--- config.mk ---
export PLATFORM = sky130hd
export DESIGN_NAME = reservation_set
export DESIGN_NICKNAME = d
export VERILOG_FILES = /design/src/rtl/amo_pkg.sv /design/src/rtl/reservation_set.sv
export SDC_FILE = /design/constraint.sdc
export NUM_CORES = 1
export LEC_CHECK = 0
export ABC_CLOCK_PERIOD_IN_PS = 3000
export BUFFER_PORTS_ARGS = -buffer_cell sky130_fd_sc_hd__clkbuf_2
export CORE_MARGIN = 2
export CORE_UTILIZATION = 50
export DETAILED_ROUTE_END_ITERATION = 16
export PLACE_DENSITY = 0.86
export SKIP_CTS_REPAIR_TIMING = 1
export SLEW_MARGIN = 30
export SYNTH_ARGS = -nofsm -noshare
export SYNTH_HDL_FRONTEND = slang
export SYNTH_SLANG_ARGS = --single-unit
--- constraint.sdc ---
create_clock -name clk -period 3 [get_ports clk]
set_clock_uncertainty 0.1 [all_clocks]
set_input_delay 0 -clock clk [delete_from_list [all_inputs] [get_ports clk]]
set_output_delay 0 -clock clk [all_outputs]
set_load 0.005 [all_outputs]
--- src/rtl/amo_pkg.sv ---
// Shared AMO definitions: funct5 encodings, reservation granule helpers and the
// reservation record used by both amo_unit and reservation_set.
package amo_pkg;

  localparam logic [4:0] AMO_FUNCT5_ADD  = 5'b00000;
  localparam logic [4:0] AMO_FUNCT5_SWAP = 5'b00001;
  localparam logic [4:0] AMO_FUNCT5_LR   = 5'b00010;
  localparam logic [4:0] AMO_FUNCT5_SC   = 5'b00011;
  localparam logic [4:0] AMO_FUNCT5_XOR  = 5'b00100;
  localparam logic [4:0] AMO_FUNCT5_OR   = 5'b01000;
  localparam logic [4:0] AMO_FUNCT5_AND  = 5'b01100;
  localparam logic [4:0] AMO_FUNCT5_MIN  = 5'b10000;
  localparam logic [4:0] AMO_FUNCT5_MAX  = 5'b10100;
  localparam logic [4:0] AMO_FUNCT5_MINU = 5'b11000;
  localparam logic [4:0] AMO_FUNCT5_MAXU = 5'b11100;

  // Widest address any client may use; narrower clients use the low bits.
  localparam int unsigned RESV_ADDR_W = 64;

  function automatic int unsigned granule_off_w(input int unsigned granule_bytes);
    return $clog2(granule_bytes);
  endfunction

  localparam int unsigned GRANULE_OFF_W = granule_off_w(64);

  typedef struct packed {
    logic                   valid;
    logic [RESV_ADDR_W-1:0] addr;
    logic                   is_word;
  } resv_t;

  typedef enum logic {
    RESV_EMPTY = 1'b0,
    RESV_HELD  = 1'b1
  } resv_state_e;

endpackage

--- src/rtl/reservation_set.sv ---
// Single LR/SC reservation: set by an aligned LR, killed by SC, snoop hits on the
// reserved granule, clear pulses or timeout. SC verdict is combinational.
module reservation_set
  import amo_pkg::*;
#(
  parameter int unsigned ADDR_WIDTH     = 64,
  parameter int unsigned GRANULE_BYTES  = 64,
  parameter int unsigned TIMEOUT_CYCLES = 128
) (
  input  logic                  clk,
  input  logic                  rst_n,
  input  logic                  lr_valid,
  input  logic [ADDR_WIDTH-1:0] lr_addr,
  input  logic                  lr_is_word,
  input  logic                  sc_valid,
  input  logic [ADDR_WIDTH-1:0] sc_addr,
  input  logic                  sc_is_word,
  output logic                  sc_success,
  input  logic                  snoop_valid,
  input  logic [ADDR_WIDTH-1:0] snoop_addr,
  input  logic                  clear,
  output logic                  resv_valid,
  output logic [ADDR_WIDTH-1:0] resv_addr
);

  localparam int unsigned OFF_W = granule_off_w(GRANULE_BYTES);
  localparam int unsigned CNT_W = (TIMEOUT_CYCLES > 0) ? $clog2(TIMEOUT_CYCLES + 1) : 1;
  localparam logic [CNT_W-1:0] CNT_LOAD = CNT_W'(TIMEOUT_CYCLES);

  resv_t              resv_q, resv_d;
  logic [CNT_W-1:0]   cnt_q, cnt_d;
  resv_state_e        state_q, state_d;
  logic [ADDR_WIDTH-1:0] cur_addr;

  logic lr_aligned;
  logic lr_snooped;
  logic snoop_hit;
  logic timeout_hit;

  always_ff @(posedge clk) begin
    if (!rst_n) begin
      resv_q <= '0;
      cnt_q  <= '0;
    end else begin
      resv_q <= resv_d;
      cnt_q  <= cnt_d;
    end
  end

  always_comb begin
    state_q     = resv_q.valid ? RESV_HELD : RESV_EMPTY;
    cur_addr    = resv_q.addr[ADDR_WIDTH-1:0];
    lr_aligned  = lr_is_word ? (lr_addr[1:0] == 2'b00) : (lr_addr[2:0] == 3'b000);
    lr_snooped  = snoop_valid &&
                  (snoop_addr[ADDR_WIDTH-1:OFF_W] == lr_addr[ADDR_WIDTH-1:OFF_W]);
    snoop_hit   = snoop_valid && (state_q == RESV_HELD) &&
                  (snoop_addr[ADDR_WIDTH-1:OFF_W] == cur_addr[ADDR_WIDTH-1:OFF_W]);
    timeout_hit = (TIMEOUT_CYCLES != 0) && (state_q == RESV_HELD) && (cnt_q == CNT_W'(1));
  end

  // A snoop on the granule being reserved by a concurrent LR wins over the LR.
  always_comb begin
    state_d = state_q;
    resv_d  = resv_q;
    cnt_d   = cnt_q;
    if (state_q == RESV_HELD && cnt_q != '0) begin
      cnt_d = cnt_q - CNT_W'(1);
    end
    if (clear) begin
      state_d = RESV_EMPTY;
    end else if (lr_valid) begin
      if (lr_aligned && !lr_snooped) begin
        state_d        = RESV_HELD;
        resv_d.addr    = RESV_ADDR_W'(lr_addr);
        resv_d.is_word = lr_is_word;
        cnt_d          = CNT_LOAD;
      end else begin
        state_d = RESV_EMPTY;
      end
    end else if (sc_valid || snoop_hit || timeout_hit) begin
      state_d = RESV_EMPTY;
    end
    resv_d.valid = (state_d == RESV_HELD);
  end

  always_comb begin
    resv_valid = resv_q.valid;
    resv_addr  = cur_addr;
    sc_success = rst_n && sc_valid && (state_q == RESV_HELD) &&
                 (sc_addr == cur_addr) && (sc_is_word == resv_q.is_word) &&
                 !snoop_hit && !clear;
  end

endmodule

; Word-level counts from Yosys, hierarchy flattened
; Cells that the tools add are included.
[totals]
output_inout_bits = 66
rom_bits = 0
ram_bits = 0
latchBits = 0
ff_bits = 74
input_bits = 200
mem_count = 0
[classes]
multipliers = 0
n_reduce_logical = 22
order_cmp = 0
shifts = 0
add_sub_neg = 1
bitwise = 2
eq_ne = 5
n_div = 0
muxes = 9
[ops]
columns = op, count
row1 = $eq A58 B58 Y1, 2
row2 = $eq A64 B64 Y1, 1
row3 = $mux W8, 4
row4 = $logic_and A1 B1 Y1, 12
row5 = $eq A8 B1 Y1 const B, 1
row6 = $reduce_bool A8 Y1, 1
row7 = $sub A8 B1 Y8 const B, 1
row8 = $mux W1, 5
row9 = $logic_not A1 Y1, 3
row10 = $logic_not A3 Y1, 1
row11 = $reduce_and A3 Y1, 1
row12 = $logic_not A2 Y1, 1
row13 = $logic_or A1 B1 Y1, 2
row14 = $not A1 Y1, 2
row15 = $reduce_or A2 Y1, 1
row16 = $eq A1 B1 Y1, 1

; Depth between registers and ports, before layout
[logic_depth]
ltp_word = 7
depth_mapped = 9

; Worst setup path before layout
; Ideal clock, no wire load.
[synth_timing]
path_kind = reg2reg
startpoint = register cnt_q[5]
endpoint = register cnt_q[7]
n_path_buf = 0
required_ns = 2.785
path_stages_with_launch = 8
path_slack_ns = 1.013
arrival_time_ns = 1.773
setup_time_ns = 0.115
path_cell_list = dfxtp_1 > or4_1 > nor3_1 > a21boi_0 > nand3_1 > nor3_1 > xor2_1 > o21a_1
[synth_via]
elab_chain_len = 6
word_cells_on_any_way = 7
cone_classes = 1 x add/sub / 4 x mux / 2 x reduce/logical
[synth_rtl]
columns = element, line_no
row1 = start: declaration, reservation_set.sv:31  ; logic [CNT_W-1:0] cnt_q, cnt_d;
row2 = start signal: assignment, reservation_set.sv:46  ; cnt_q <= cnt_d;
row3 = "parallel branches: the longest is 2 deep, another holds $sub A8 B1 Y8", n/a
row4 = $mux W8 *, reservation_set.sv:66  ; if (state_q == RESV_HELD && cnt_q != '0) begin
row5 = $mux W8, reservation_set.sv:72  ; if (lr_aligned && !lr_snooped) begin
row6 = $mux W8, reservation_set.sv:71  ; end else if (lr_valid) begin
row7 = $mux W8 *, reservation_set.sv:69  ; if (clear) begin
; Every way passes the cells marked *.
; A chain may end at the register's enable or synchronous reset.

; Final worst setup path
[layout_timing]
startpoint = register resv_q, in the netlist resv_addr[21]
endpoint = output sc_success
[layout_via]
elab_chain_len = 5
word_cells_on_any_way = 8
cone_classes = 2 x eq/ne / 6 x reduce/logical
[layout_rtl]
columns = element, line_no
row1 = start: declaration, reservation_set.sv:30  ; resv_t resv_q, resv_d;
row2 = start signal: assignment, reservation_set.sv:45  ; resv_q <= resv_d;
row3 = $eq A64 B64 Y1 or $eq A58 B58 Y1 (tied branches), "reservation_set.sv:90, reservation_set.sv:57"
row4 = "$logic_and A1 B1 Y1, on equally long branches", "reservation_set.sv:89, reservation_set.sv:56"
row5 = $logic_and A1 B1 Y1 or $logic_not A1 Y1 (tied branches), "reservation_set.sv:90, reservation_set.sv:91"
row6 = $logic_and A1 B1 Y1 *, reservation_set.sv:90  ; (sc_addr == cur_addr) && (sc_is_word == resv_q.is_word) &&
row7 = $logic_and A1 B1 Y1 *, reservation_set.sv:91  ; !snoop_hit && !clear;
row8 = end: declaration, reservation_set.sv:18  ; output logic sc_success,
; Mark *: on every way between the ends. The rest lies on a longest branch, timed or not.

==> flow_summary.ini <==
[cells_and_area]
finalNetCount = 1128
area_growth_pct = 32.9
drive_gt1_share_pct = 30.9
n_antenna_cell = 0

[timing]
relSlewSlack_pct = 45.8
hold_ws_ps = -3.45
rsz0062_at_grt = false
tightest_slew_ps = 806
setup_tns_ps = 0
fmax_ghz = 0.372
finalHoldViolations = 1
setup_viol_count_final = 0
period_needed_ps = 2690
finalCritPeriodShare_pct = 89.5
maxSlewViolCount = 0

[worst_setup_path]
critical_path.slowest_cell = or4b_2
cp_common_cell = nor4_1
crit_fanout = 4
critical_path_class = reg -> out
worst_setup_path_end_kind = primary output
start_kind = flop
critPathMaxStageDelay_ps = 670
crit_required_ps = 2900
cp_cell_sequence = xor2_1 > nor4_1 > nand4_1 > and4b_1 > or4b_2 > nor4_1 > clkbuf_2
crit_arrival_ps = 2590

[global_route]
overflow = 0
grt_pass1_wl_um = 27800
grt_max_degree = 63
grt_pass1_vias = 5074
antenna_found_initial = 0
grtUsageTotal_pct = 31.9

[clock_network]
cts.path.max_buffers = 2
clkTransAtPathRegs_ps = 90
clockRootBuffer = clkbuf_8
clk_latency_ps = 370
cts_sinks = 74
cts_tree = done
htree_levels = 3
numCtsBuffers = 9

[detailed_routing]
antenna_left = 0
wire_per_inst_um = 19.6
via_count = 5778
via_per_inst = 5.40
drtIter0Drc = 431
wirelength_um = 21000
first_pass_iters = 5
drc = 0

[synth]
synth_area_leaders = dfxtp_1 (27%), xnor2_1 (13%), xor2_1 (11%)
ys.warnings.count = 0
synthDominantCellAreaShare_pct = 26.8
synth_nets = 873
syn_area_um2 = 5540
synth_seq_cells = 74
yosysSeqAreaShare_pct = 26.8
yosysUniqueCellTypes = 44
yosysTopAreaCell = dfxtp_1
syn_inst = 670
synth_ff_type = dfxtp_1
synth_edf_count = 0
synth_common_cells = nand2_1 (116), xnor2_1 (84), dfxtp_1 (74), xor2_1 (69), buf_4 (64)
avgSynthCellArea_um2 = 8.26
async_flop_share_pct = 0
post-synth-top-count-cell = nand2_1

[worst_hold_path]
hold_path.class = in -> reg

[outcome]
violations = negative hold slack
status = complete, but fails checks

[die]
rows = 38
die_area_um2 = 11900
core_area_um2 = 10800
die_w_um = 109
die_h_um = 109
start_util_pct = 51.1
pin_count = 266

[placed_design]
dpl.hpwl_um = 16000
place.gp.congestion = 0.906
port_buffers = 259

[pwr]
pwr_density_cell_nw_per_um2 = 344
irDropWorstVdd_v = 0.000243
p_clk_share_pct = 36.3
p_comb_share_pct = 23.4
pwr-share-seq_pct = 40.3
internal_power_mw = 1.77
switchingPower_mw = 0.769
p_leak_nw = 3.29
swShare_pct = 30.3

[flow_run]
cap_violations = 0
-- sequential cells by signal, indices dropped and copies added, names as in the netlist --
| register | count |
|---|---|
| cnt_q | 8 |
| resv_addr | 64 |
| resv_q | 1 |
| resv_valid | 1 |
-- placed cells by master (no fill, tap or decap), types with 24 or more instances in the layout --
| cell type | n |
|---|---|
| clkbuf_2 | 258 |
| nand2_1 | 116 |
| xnor2_1 | 84 |
| dfxtp_1 | 74 |
| xor2_1 | 69 |
| dlygate4sd3_1 | 65 |
| mux2i_1 | 57 |
| inv_1 | 37 |
| nor4_1 | 28 |
| nand4_1 | 24 |
-- power by group through the flow --
stage | Sequential (mW) | Combinational [mW] | Clock, mW
global placement | 1.04 | 0.506 | 0
CTS | 1.02 | 0.515 | 0.922
detailed placement | 1.04 | 0.512 | 0
global route | 1.02 | 0.632 | 0.964
floorplan | 1.04 | 0.256 | 0
finish | 1.02 | 0.594 | 0.921
-- worst max-delay path, delay by kind of cell, from the launching register on --
| kind | cells | cell delay (ps) |
|---|---|---|
| and+or+nand+nor | 5 | 1350 |
| buffers and inverters | 1 | 180 |
| xor gates and xnor gates | 1 | 240 |
| DFF | 1 | 470 |
-- kinds of logic (layout without fill, tap and decap cells) --
| family | after synthesis | after routing | share of synthesized area [%] |
|---|---|---|---|
| xor+xnor | 153 | 153 | 24.2 |
| fa+ha+maj | 3 | 3 | 0.678 |
| simple gates | 207 | 207 | 17.8 |
| compound gates | 52 | 52 | 6.94 |
| flops | 74 | 74 | 26.8 |
| buf+inv | 124 | 384 | 13.3 |
| mux | 57 | 57 | 10.3 |
-- path summary, 6_finish.rpt --
check	from	slack (ps)	endpoint	cells after the start
min	clear	-3	resv_valid	2
min reg2reg	resv_addr[4]	390	resv_addr[4]	2
max	resv_addr[21]	310	sc_success	7
max reg2reg	cnt_q[5]	730	cnt_q[7]	7
-- final cells by class --
| type | count | area, um^2 |
|---|---|---|
| Clock inverter | 7 | 101 |
| Sequential cell | 74 | 1480 |
| Multi-Input combinational cell | 472 | 3320 |
| Timing Repair Buffer | 331 | 2010 |
| Clock buffer | 9 | 124 |
| Fill cell | 881 | 3480 |
| Tap cell | 140 | 175 |
| Inverter | 37 | 139 |
-- per-stage QoR --
step,setup WS [ps],area [um^2],instances,power (mW),util [%]
finish,315,7360,1070,2.54,67.9
global route,186,7360,1070,2.62,67.9
CTS,271,6710,1005,2.46,61.9
detailed placement,678,6480,989,1.55,59.8
global placement,702,6480,989,1.55,59.8
floorplan,1010,5540,670,1.29,-
-- layer usage --
metal | GRT usage, % | wire length [um]
met3 | 6.16 | 1690
met2 | 54.7 | 10400
met5 | 0 | 0
met4 | 13.0 | 805
met1 | 39.0 | 8090
(Power assumes the default switching activity.)
